$ cat config.mk
export PLATFORM = sky130hd
export DESIGN_NAME = keypad_scanner_fifo
export DESIGN_NICKNAME = d
export VERILOG_FILES = /design/src/rtl/keypad_pkg.sv /design/src/rtl/key_fifo.sv /design/src/rtl/keypad_scanner_fifo.sv
export SDC_FILE = /design/constraint.sdc
export NUM_CORES = 1
export LEC_CHECK = 0
export CORE_MARGIN = 2
export CORE_UTILIZATION = 50
export CTS_CLUSTER_DIAMETER = 100
export CTS_CLUSTER_SIZE = 10
export DETAILED_ROUTE_END_ITERATION = 10
export PLACE_DENSITY = 0.69
export SLEW_MARGIN = 20
export SYNTH_ARGS = -nofsm -noshare
export SYNTH_HDL_FRONTEND = slang
export SYNTH_SLANG_ARGS = --single-unit
$ cat constraint.sdc
create_clock -name clk -period 3 [get_ports clk]
set_clock_uncertainty 0.1 [all_clocks]
set_input_delay 0.9 -clock clk [delete_from_list [all_inputs] [get_ports clk]]
set_output_delay 0.9 -clock clk [all_outputs]
set_load 0.02 [all_outputs]
$ cat src/rtl/keypad_pkg.sv
// Shared types and helpers for the keypad scanner.
//   scan_state_t : scanner FSM states
//   code_w()     : width of a key code for a rows x cols matrix (never below 1)
package keypad_pkg;

    typedef enum logic [1:0] {
        SCAN     = 2'd0,
        DEBOUNCE = 2'd1,
        HELD     = 2'd2
    } scan_state_t;

    function automatic int code_w(input int rows, input int cols);
        int n;
        n = rows * cols;
        return (n <= 1) ? 1 : $clog2(n);
    endfunction

endpackage

$ cat src/rtl/key_fifo.sv
// Small key-code queue with a registered head.
//   clk, rst      : clock, async active-high reset
//   push_i, din_i : write request and data; dropped when full unless popping
//   pop_i         : advance the head (ignored when empty)
//   dout_o        : head value; keeps its last value once the queue drains
//   full_o/empty_o: occupancy flags
module key_fifo #(
    parameter int DEPTH = 4,
    parameter int W     = 4
) (
    input  logic         clk,
    input  logic         rst,
    input  logic         push_i,
    input  logic [W-1:0] din_i,
    input  logic         pop_i,
    output logic [W-1:0] dout_o,
    output logic         full_o,
    output logic         empty_o
);

    localparam int PTR_W = (DEPTH > 1) ? $clog2(DEPTH) : 1;
    localparam int CNT_W = $clog2(DEPTH + 1);

    logic [W-1:0]     mem_q [DEPTH];
    logic [PTR_W-1:0] wr_q, wr_d, rd_q, rd_d;
    logic [CNT_W-1:0] cnt_q, cnt_d;
    logic [W-1:0]     head_q, head_d;
    logic             wr_en, rd_en;

    assign full_o  = (cnt_q == CNT_W'(DEPTH));
    assign empty_o = (cnt_q == '0);
    assign dout_o  = head_q;

    always_comb begin
        // A full queue still accepts a write when the head leaves in the same cycle.
        wr_en  = push_i && (!full_o || pop_i);
        rd_en  = pop_i && !empty_o;
        wr_d   = wr_q;
        rd_d   = rd_q;
        cnt_d  = cnt_q;
        head_d = head_q;
        if (wr_en) begin
            wr_d = (wr_q == PTR_W'(DEPTH - 1)) ? '0 : wr_q + 1'b1;
        end
        if (rd_en) begin
            rd_d = (rd_q == PTR_W'(DEPTH - 1)) ? '0 : rd_q + 1'b1;
        end
        case ({wr_en, rd_en})
            2'b10:   cnt_d = cnt_q + 1'b1;
            2'b01:   cnt_d = cnt_q - 1'b1;
            default: cnt_d = cnt_q;
        endcase
        // Head register: the next stored entry if one exists, else the incoming code.
        if (empty_o) begin
            if (wr_en) begin
                head_d = din_i;
            end
        end else if (rd_en) begin
            if (cnt_q > CNT_W'(1)) begin
                head_d = mem_q[rd_d];
            end else if (wr_en) begin
                head_d = din_i;
            end
        end
    end

    always_ff @(posedge clk or posedge rst) begin
        if (rst) begin
            for (int i = 0; i < DEPTH; i++) begin
                mem_q[i] <= '0;
            end
            wr_q   <= '0;
            rd_q   <= '0;
            cnt_q  <= '0;
            head_q <= '0;
        end else begin
            if (wr_en) begin
                mem_q[wr_q] <= din_i;
            end
            wr_q   <= wr_d;
            rd_q   <= rd_d;
            cnt_q  <= cnt_d;
            head_q <= head_d;
        end
    end

endmodule

$ cat src/rtl/keypad_scanner_fifo.sv
// Matrix keypad scanner with press/release debounce and a key-code queue.
//   clk, rst     : clock, async active-high reset
//   row_i        : raw active-low rows (asynchronous)
//   col_o        : one-hot active-low column drive
//   key_code_o   : queue head code, row*COLS+col
//   key_valid_o  : queue non-empty; popped when key_ready_i is also high
//   key_held_o   : a debounced key is being held
//   overflow_o   : sticky, a code was dropped on a full queue; ovf_clr_i clears
//
// state    | meaning
// SCAN     | stepping columns one per tick, looking for an active row
// DEBOUNCE | column frozen, counting stable ticks of the latched row
// HELD     | code queued, column frozen, counting stable release ticks
module keypad_scanner_fifo
    import keypad_pkg::*;
#(
    parameter  int ROWS       = 4,
    parameter  int COLS       = 4,
    parameter  int SCAN_DIV   = 13500,
    parameter  int DEB_CYCLES = 4,
    parameter  int FIFO_DEPTH = 4,
    localparam int CODE_W     = code_w(ROWS, COLS)
) (
    input  logic              clk,
    input  logic              rst,
    input  logic [ROWS-1:0]   row_i,
    output logic [COLS-1:0]   col_o,
    output logic [CODE_W-1:0] key_code_o,
    output logic              key_valid_o,
    input  logic              key_ready_i,
    output logic              key_held_o,
    output logic              overflow_o,
    input  logic              ovf_clr_i
);

    localparam int ROW_W = (ROWS > 1) ? $clog2(ROWS) : 1;
    localparam int COL_W = $clog2(COLS);
    localparam int PRE_W = $clog2(SCAN_DIV);
    localparam int CNT_W = $clog2(DEB_CYCLES + 1);

    logic [ROWS-1:0]   row_meta_q, row_sync_q;
    logic [PRE_W-1:0]  presc_q;
    logic              tick;
    scan_state_t       state_q, state_d;
    logic [COL_W-1:0]  col_q, col_d, col_adv;
    logic [ROW_W-1:0]  row_q, row_d, row_sel;
    logic              row_any;
    logic [CNT_W-1:0]  deb_q, deb_d, rel_q, rel_d;
    logic              push, pop, full, empty;
    logic [CODE_W-1:0] push_code;
    logic              ovf_q, ovf_d;

    function automatic logic [CODE_W-1:0] enc(input logic [ROW_W-1:0] r,
                                              input logic [COL_W-1:0] c);
        return CODE_W'(int'(r) * COLS + int'(c));
    endfunction

    always_ff @(posedge clk or posedge rst) begin
        if (rst) begin
            row_meta_q <= '1;
            row_sync_q <= '1;
        end else begin
            row_meta_q <= row_i;
            row_sync_q <= row_meta_q;
        end
    end

    assign tick = (presc_q == PRE_W'(SCAN_DIV - 1));

    always_ff @(posedge clk or posedge rst) begin
        if (rst) begin
            presc_q <= '0;
        end else begin
            presc_q <= tick ? '0 : presc_q + 1'b1;
        end
    end

    // Lowest-index active row wins, so simultaneous presses resolve deterministically.
    always_comb begin
        row_any = 1'b0;
        row_sel = '0;
        for (int i = ROWS - 1; i >= 0; i--) begin
            if (!row_sync_q[i]) begin
                row_any = 1'b1;
                row_sel = ROW_W'(i);
            end
        end
    end

    assign col_adv = (col_q == COL_W'(COLS - 1)) ? '0 : col_q + 1'b1;

    always_comb begin
        state_d   = state_q;
        col_d     = col_q;
        row_d     = row_q;
        deb_d     = deb_q;
        rel_d     = rel_q;
        push      = 1'b0;
        push_code = enc(row_q, col_q);
        case (state_q)
            SCAN: begin
                if (tick) begin
                    if (row_any) begin
                        row_d = row_sel;
                        deb_d = CNT_W'(1);
                        if (DEB_CYCLES == 1) begin
                            push      = 1'b1;
                            push_code = enc(row_sel, col_q);
                            rel_d     = '0;
                            state_d   = HELD;
                        end else begin
                            state_d = DEBOUNCE;
                        end
                    end else begin
                        col_d = col_adv;
                    end
                end
            end
            DEBOUNCE: begin
                if (tick) begin
                    if (row_any && (row_sel == row_q)) begin
                        deb_d = deb_q + 1'b1;
                        if (deb_q + 1'b1 == CNT_W'(DEB_CYCLES)) begin
                            push    = 1'b1;
                            rel_d   = '0;
                            state_d = HELD;
                        end
                    end else begin
                        col_d   = col_adv;
                        state_d = SCAN;
                    end
                end
            end
            HELD: begin
                if (tick) begin
                    if (row_sync_q[row_q]) begin
                        rel_d = rel_q + 1'b1;
                        if (rel_q + 1'b1 == CNT_W'(DEB_CYCLES)) begin
                            col_d   = col_adv;
                            state_d = SCAN;
                        end
                    end else begin
                        rel_d = '0;
                    end
                end
            end
            default: begin
                state_d = SCAN;
            end
        endcase
    end

    always_ff @(posedge clk or posedge rst) begin
        if (rst) begin
            state_q <= SCAN;
            col_q   <= '0;
            row_q   <= '0;
            deb_q   <= '0;
            rel_q   <= '0;
        end else begin
            state_q <= state_d;
            col_q   <= col_d;
            row_q   <= row_d;
            deb_q   <= deb_d;
            rel_q   <= rel_d;
        end
    end

    assign pop = key_valid_o && key_ready_i;

    key_fifo #(
        .DEPTH (FIFO_DEPTH),
        .W     (CODE_W)
    ) u_fifo (
        .clk     (clk),
        .rst     (rst),
        .push_i  (push),
        .din_i   (push_code),
        .pop_i   (pop),
        .dout_o  (key_code_o),
        .full_o  (full),
        .empty_o (empty)
    );

    // Set wins over clear so a drop in the clearing cycle is not lost.
    always_comb begin
        ovf_d = ovf_q;
        if (ovf_clr_i) begin
            ovf_d = 1'b0;
        end
        if (push && full && !pop) begin
            ovf_d = 1'b1;
        end
    end

    always_ff @(posedge clk or posedge rst) begin
        if (rst) begin
            ovf_q <= 1'b0;
        end else begin
            ovf_q <= ovf_d;
        end
    end

    assign col_o       = ~(COLS'(1) << col_q);
    assign key_valid_o = !empty;
    assign key_held_o  = (state_q == HELD);
    assign overflow_o  = ovf_q;

endmodule

==> results.py, run 1 <==
metrics = {
    "floorplanning": {
        "dieArea_sq_mm": 0.007080,
        "rows": 29,
        "initial_core_util_pct": 51.17,
        "dieHeight_um": 84.15,
        "num_io_pins": 19,
        "die_x_um": 84.15,
        "core_sq_mm": 0.006277,
    },
    "clock_network": {
        "cts_root_buffer": "clkbuf_8",
        "clk-insertion-delay-late_ps": 340,
        "postCtsSetupRepairBufs": 0,
        "cts_resized": 0,
        "cts_tree": "yes",
        "cts_buffer_depth": 2,
        "h-tree-depth": 3,
        "numCtsBuffers": 9,
        "clock_sinks": 62,
        "clk_pin_slew_worst_paths_ps": 60,
        "cts_hold_buf": 0,
    },
    "routing": {
        "wl_per_cell_um": 14.34,
        "via_count": 2339,
        "postRouteAntennaNets": 0,
        "drt_iter0_markers": 124,
        "vias_per_cell": 5.504,
        "wirelength_um": 6094,
        "drc": 0,
        "first_pass_iters": 4,
    },
    "hold_path": {
        "hold_path.class": "flop to flop",
    },
    "timing": {
        "period_needed_ps": 2805,
        "fmax_ghz": 0.3565,
        "drv_slew": 0,
        "slew_headroom_pct": 62.75,
        "setup_viol": 0,
        "setup_tns_ps": 0,
        "worst_pin_slew_ps": 553.8,
        "hold_ws_ps": 255.8,
        "rsz0062_at_grt": "false",
        "finalHoldViolations": 0,
        "fin_crit_sh_pct": 93.51,
    },
    "synthesis": {
        "async_flop_share_pct": 100.0,
        "synth_compound_area_share_pct": 11.84,
        "synth.top_cell.area_share_pct": 42.07,
        "synth_area_per_cell_sq_um": 10.33,
        "yosys_warnings": 0,
        "syn_inst": 311,
        "syn_nets": 341,
        "synthMuxAreaShare_pct": 6.116,
        "synthAdderAreaFrac_pct": 8.570,
        "syn-cell-area_sq_mm": 0.003212,
        "ys_seq_elements": 62,
        "synth-simple-area-share_pct": 17.45,
        "synth_top_family_by_area": "simple AND/OR/NAND/NOR gates",
        "yosys-top-cells-area": "dfrtp_1 (42%), ha_1 (8.6%), dfstp_2 (6.5%)",
        "synthFlopType": "dfrtp_1",
        "synth_top_area_cell": "dfrtp_1",
        "synth-edff-count": 0,
        "synth.distinct_cells": 46,
        "synth-xor-area-share_pct": 3.818,
        "ys_seq_area_share_pct": 48.62,
    },
    "setup_path": {
        "crit_type": "flop to output port",
        "required_ps": 2000,
        "crit_family": "buffers and inverters",
        "critPathSlowestCell": "clkdlybuf4s50_1",
        "path_max_fanout": 6,
        "worstPathArrival_ps": 1810,
        "worstPathCellList": "inv_1 -> ha_1 -> inv_1 -> clkdlybuf4s50_1",
        "cpPeakStageDelay_ps": 590,
        "crit_buf_inv": 3,
        "worst_path_most_repeated_cell": "inv_1",
        "crit_path_end_kind": "output port",
        "start_kind": "flop",
    },
    "global_route": {
        "grt_max_degree": 40,
        "grt_use_total_pct": 19.00,
        "grt_pass1_wl_um": 10700,
        "first_global_vias": 2322,
        "top_usage_layer": "met2",
        "gr-usage-met2_pct": 29.08,
        "antenna_found_initial": 0,
        "gr-usage-met1_pct": 26.52,
        "grt_use_met3_pct": 3.343,
        "globalRouteOverflowTotal": 0,
    },
    "placed_design": {
        "port_buffers": 18,
        "place.gp.congestion": 0.8403,
        "place_hpwl_um": 4521,
    },
    "run_status": {
        "status": "finished clean",
    },
    "power": {
        "powerDensity_mw_per_mm2": 461.8,
        "p_leak_nw": 1.759,
        "p_total_mw": 1.737,
        "ir_worst_vdd_mv": 0.2951,
    },
    "final_layout": {
        "drive_above_1_share_pct": 15.23,
        "diodes": 0,
        "final_cell_mix": "dfrtp_1 (54), nand2_1 (33), inv_1 (26)",
        "syn_to_final_growth_pct": 17.14,
        "final_common_cell": "dfrtp_1",
        "fin_nets": 373,
    },
    "job": {
        "maxCapViolCount": 0,
    },
}
-- power by group --
| part | internal [mW] | switching, mW |
|---|---|---|
| Sequential | 0.849 | 0.00753 |
| Clock | 0.511 | 0.318 |
| Combinational | 0.0226 | 0.0288 |
| Total | 1.38 | 0.355 |
-- registers in the layout, summed over array words and instances (netlist names) --
signal and count:
col_q 2, deb_q 3, overflow_o 1, presc_q 14
rel_q 3, row_meta_q 4, row_q 2, row_sync_q 4
state_q 2, u_fifo.cnt_q 3, u_fifo.dout_o 4, u_fifo.mem_q 16
u_fifo.rd_q 2, u_fifo.wr_q 2
-- stage by stage --
stage / utilization (%) / setup slack [ps] / std cells / instance area (sq um)
floorplan: - / 471.8 / 311 / 3212
global route: 59.94 / 74.33 / 425 / 3762
global placement: 56.27 / 357.3 / 409 / 3532
finish: 59.94 / 194.8 / 425 / 3762
detailed placement: 56.27 / 261.5 / 409 / 3532
CTS: 59.86 / 12.82 / 425 / 3757
-- cell families after synthesis --
group	Yosys count
AND/OR/NAND/NOR	107
AO/OA/AOI/OAI	58
adder cells (fa/ha/maj)	22
flip-flops	62
XOR/XNOR	14
multiplexers	18
buffers and inverters	30
-- final timing paths --
path,depth (start not counted),end,start,slack (ps)
setup reg to reg,6,u_fifo.dout_o[3],presc_q[0],440
setup / recovery,4,col_o[0],col_q[0],190
hold / removal,0,row_sync_q[3],row_meta_q[3],260
max in group asynchronous,3,rel_q[0],rst,1400
hold reg to reg,0,row_sync_q[3],row_meta_q[3],260
min in group asynchronous,2,state_q[0],rst,830
-- cells in the mapped netlist, types with 9 or more instances --
cell      n
ha_1     22
nand4_1   9
and3_1   11
inv_1    27
dfrtp_1  54
nand2_1  33
nand3_1   9
o21ai_0  22
mux2_2   13
nor2_1   24
-- worst reg2reg max path: cells and delay by family (launching register included) --
family                   cells  cell delay, ps
AO/OA/AOI/OAI                1             270
adder cells (fa/ha/maj)      1             230
flip-flops                   1             390
AND/OR/NAND/NOR              4            1480
-- layout make-up --
| cell class | count | area, sq um |
|---|---|---|
| Inverter | 27 | 101.3 |
| Clock inverter | 4 | 70.07 |
| Multi-Input combinational cell | 219 | 1538 |
| Timing Repair Buffer | 24 | 240.2 |
| Fill cell | 530 | 2515 |
| Tap cell | 77 | 96.34 |
| Sequential cell | 62 | 1562 |
| Clock buffer | 12 | 155.1 |
-- per-layer routing --
layer  wire [um]  vias up
met4         153        0
met2        2763       37
met3         172       13
met5           0        -
met1        3004     1129
li1            -     1160
Note: power is estimated with default switching activity, not from simulation.
==> run 2: changes to the inputs <==
Settings changed: SLEW_MARGIN 20 to 10.
==> results of run 2 <==
No change in the layout: final DEF, timing and power equal those of run 1.
==> run 3: changes to the inputs <==
Settings changed: CORE_ASPECT_RATIO from default to 1.2.
==> results.py, run 3 (synthesis gave the netlist of run 1 again) <==
metrics = {
    "timing": {
        "period_needed_ps": 2813,
        "fmax_ghz": 0.3555,
        "drv_slew": 0,
        "slew_headroom_pct": 63.36,
        "worst_pin_slew_ps": 544.8,
        "setup_tns_ps": 0,
        "fin_crit_sh_pct": 93.78,
        "setup_viol": 0,
        "finalHoldViolations": 0,
        "rsz0062_at_grt": "false",
        "fin_ws_ps": 186.7,
    },
    "placed_design": {
        "dp_slack_ps": 260.8,
        "place.gp.congestion": 0.8002,
        "port_buffers": 18,
        "place_inst": 417,
        "place_hpwl_um": 4218,
        "dpl_cell_area_sq_mm": 0.003542,
    },
    "clock_network": {
        "clock_sinks": 62,
        "cts_hold_buf": 0,
        "cts_root_buffer": "clkbuf_8",
        "clk_pin_slew_worst_paths_ps": 60,
        "cts_buffer_depth": 2,
        "numCtsBuffers": 9,
        "clk-insertion-delay-late_ps": 330,
        "h-tree-depth": 3,
        "cts_tree": "yes",
    },
    "setup_path": {
        "crit_path_end_kind": "output port",
        "worstPathArrival_ps": 1810,
        "r2r-end": "u_fifo.dout_o[0]",
        "cpPeakStageDelay_ps": 590,
        "ff2ff_path_depth": 6,
        "crit_start": "col_q[0]",
        "worst_path_most_repeated_cell": "inv_1",
        "worstPathCellList": "inv_1 -> ha_1 -> inv_1 -> clkdlybuf4s50_1",
        "reg2reg_slack_ps": 530,
        "crit_type": "flop to output port",
        "r2r_start": "presc_q[0]",
        "start_kind": "flop",
        "required_ps": 2000,
        "path_max_fanout": 6,
        "critPathSlowestCell": "clkdlybuf4s50_1",
        "cp-endpoint": "col_o[0]",
    },
    "floorplanning": {
        "num_io_pins": 19,
        "initial_core_util_pct": 50.77,
        "rows": 32,
        "dieArea_sq_mm": 0.007083,
        "dieHeight_um": 91.80,
        "core_sq_mm": 0.006326,
        "die_x_um": 77.17,
    },
    "final_layout": {
        "regMostFlops": "u_fifo.mem_q",
        "final_common_cell": "dfrtp_1",
        "final_cell_mix": "dfrtp_1 (54), nand2_1 (33), inv_1 (26)",
        "final_cells": 433,
        "final_area_sq_mm": 0.003762,
        "largest_reg_flops": 16,
        "syn_to_final_growth_pct": 17.14,
        "drive_above_1_share_pct": 14.94,
        "fin_nets": 373,
        "largest_registers": "u_fifo.mem_q: 16 flops, presc_q: 14 flops",
        "diodes": 0,
    },
    "routing": {
        "postRouteAntennaNets": 0,
        "drt_iter0_markers": 77,
        "wl_per_cell_um": 13.49,
        "via_count": 2278,
        "wirelength_um": 5840,
        "vias_per_cell": 5.261,
        "first_pass_iters": 4,
        "drc": 0,
    },
    "job": {
        "maxCapViolCount": 0,
    },
    "power": {
        "powerDensity_mw_per_mm2": 453.5,
        "ir_worst_vdd_mv": 0.3116,
        "p_leak_nw": 1.753,
    },
    "global_route": {
        "antenna_found_initial": 0,
        "first_global_vias": 2188,
        "grt_pass1_wl_um": 10120,
        "globalRouteOverflowTotal": 0,
        "grt_use_total_pct": 18.07,
        "grt_max_degree": 63,
    },
    "run_status": {
        "status": "finished clean",
    },
    "hold_path": {
        "hold_path.class": "flop to flop",
    },
}
==> run 3: cell counts in the layout (fill, tap and decap cells not counted) <==
Identical to the previous run, type by type.
==> run 3: repair_timing <==
item	CTS	global route
endpoints found under the setup margin	0	1
setup buffers	0	0
gates resized for setup	0	2
==> run 3: cell type report <==
type	instances	area, sq um
inverters	27	101.3
repair buffers	24	240.2
clock buffers	12	145.1
multi-input cells	219	1538
well taps	85	106.4
fillers	553	2564
clock inverters	4	70.07
flip-flops and latches	62	1562
==> run 3: where the power goes <==
part	leakage [nW]	total, mW	switching (mW)	internal [mW]
clock	0.110	0.798	0.310	0.488
combinational	0.825	0.0514	0.0286	0.0228
sequential	0.818	0.856	0.00683	0.849
==> run 3: worst max-delay path, delay by kind of cell, from the launching register on <==
kind | cells | cell delay [ps]
flip-flops | 1 | 450
buffers and inverters | 3 | 810
adder cells (fa/ha/maj) | 1 | 230
==> run 3: worst min path at each step <==
stage	startpoint	to	slack, ps	cells past startpoint
6_report	row_meta_q[3]	row_sync_q[3]	260	0
5_1_grt	row_meta_q[0]	row_sync_q[0]	260	0
4_1_cts	row_meta_q[3]	row_sync_q[3]	260	0
3_5_place_dp	row_meta_q[3]	row_sync_q[3]	250	0
3_3_place_gp	row_meta_q[2]	row_sync_q[2]	250	0
2_1_floorplan	row_meta_q[0]	row_sync_q[0]	250	0
==> run 3: per-stage QoR <==
stage	total power, mW	util (%)	hold WS, ps
after floorplan	0.8964	-	245.2
after global placement	0.9233	55.99	245.7
after detailed placement	0.9247	55.99	247.2
after CTS	1.733	59.39	257.2
after global routing	1.778	59.47	260.2
final	1.706	59.47	255.7
==> run 3: layer usage <==
metal / part of all wire [%] / vias up / global-route usage (%) / wire length, um
met3: 2.8 / 12 / 4.331 / 162
met1: 46 / 1075 / 22.87 / 2679
li1: - / 1160 / - / -
met2: 49 / 31 / 29.35 / 2886
met4: 1.9 / 0 / 8.185 / 111
met5: 0 / - / 0 / 0
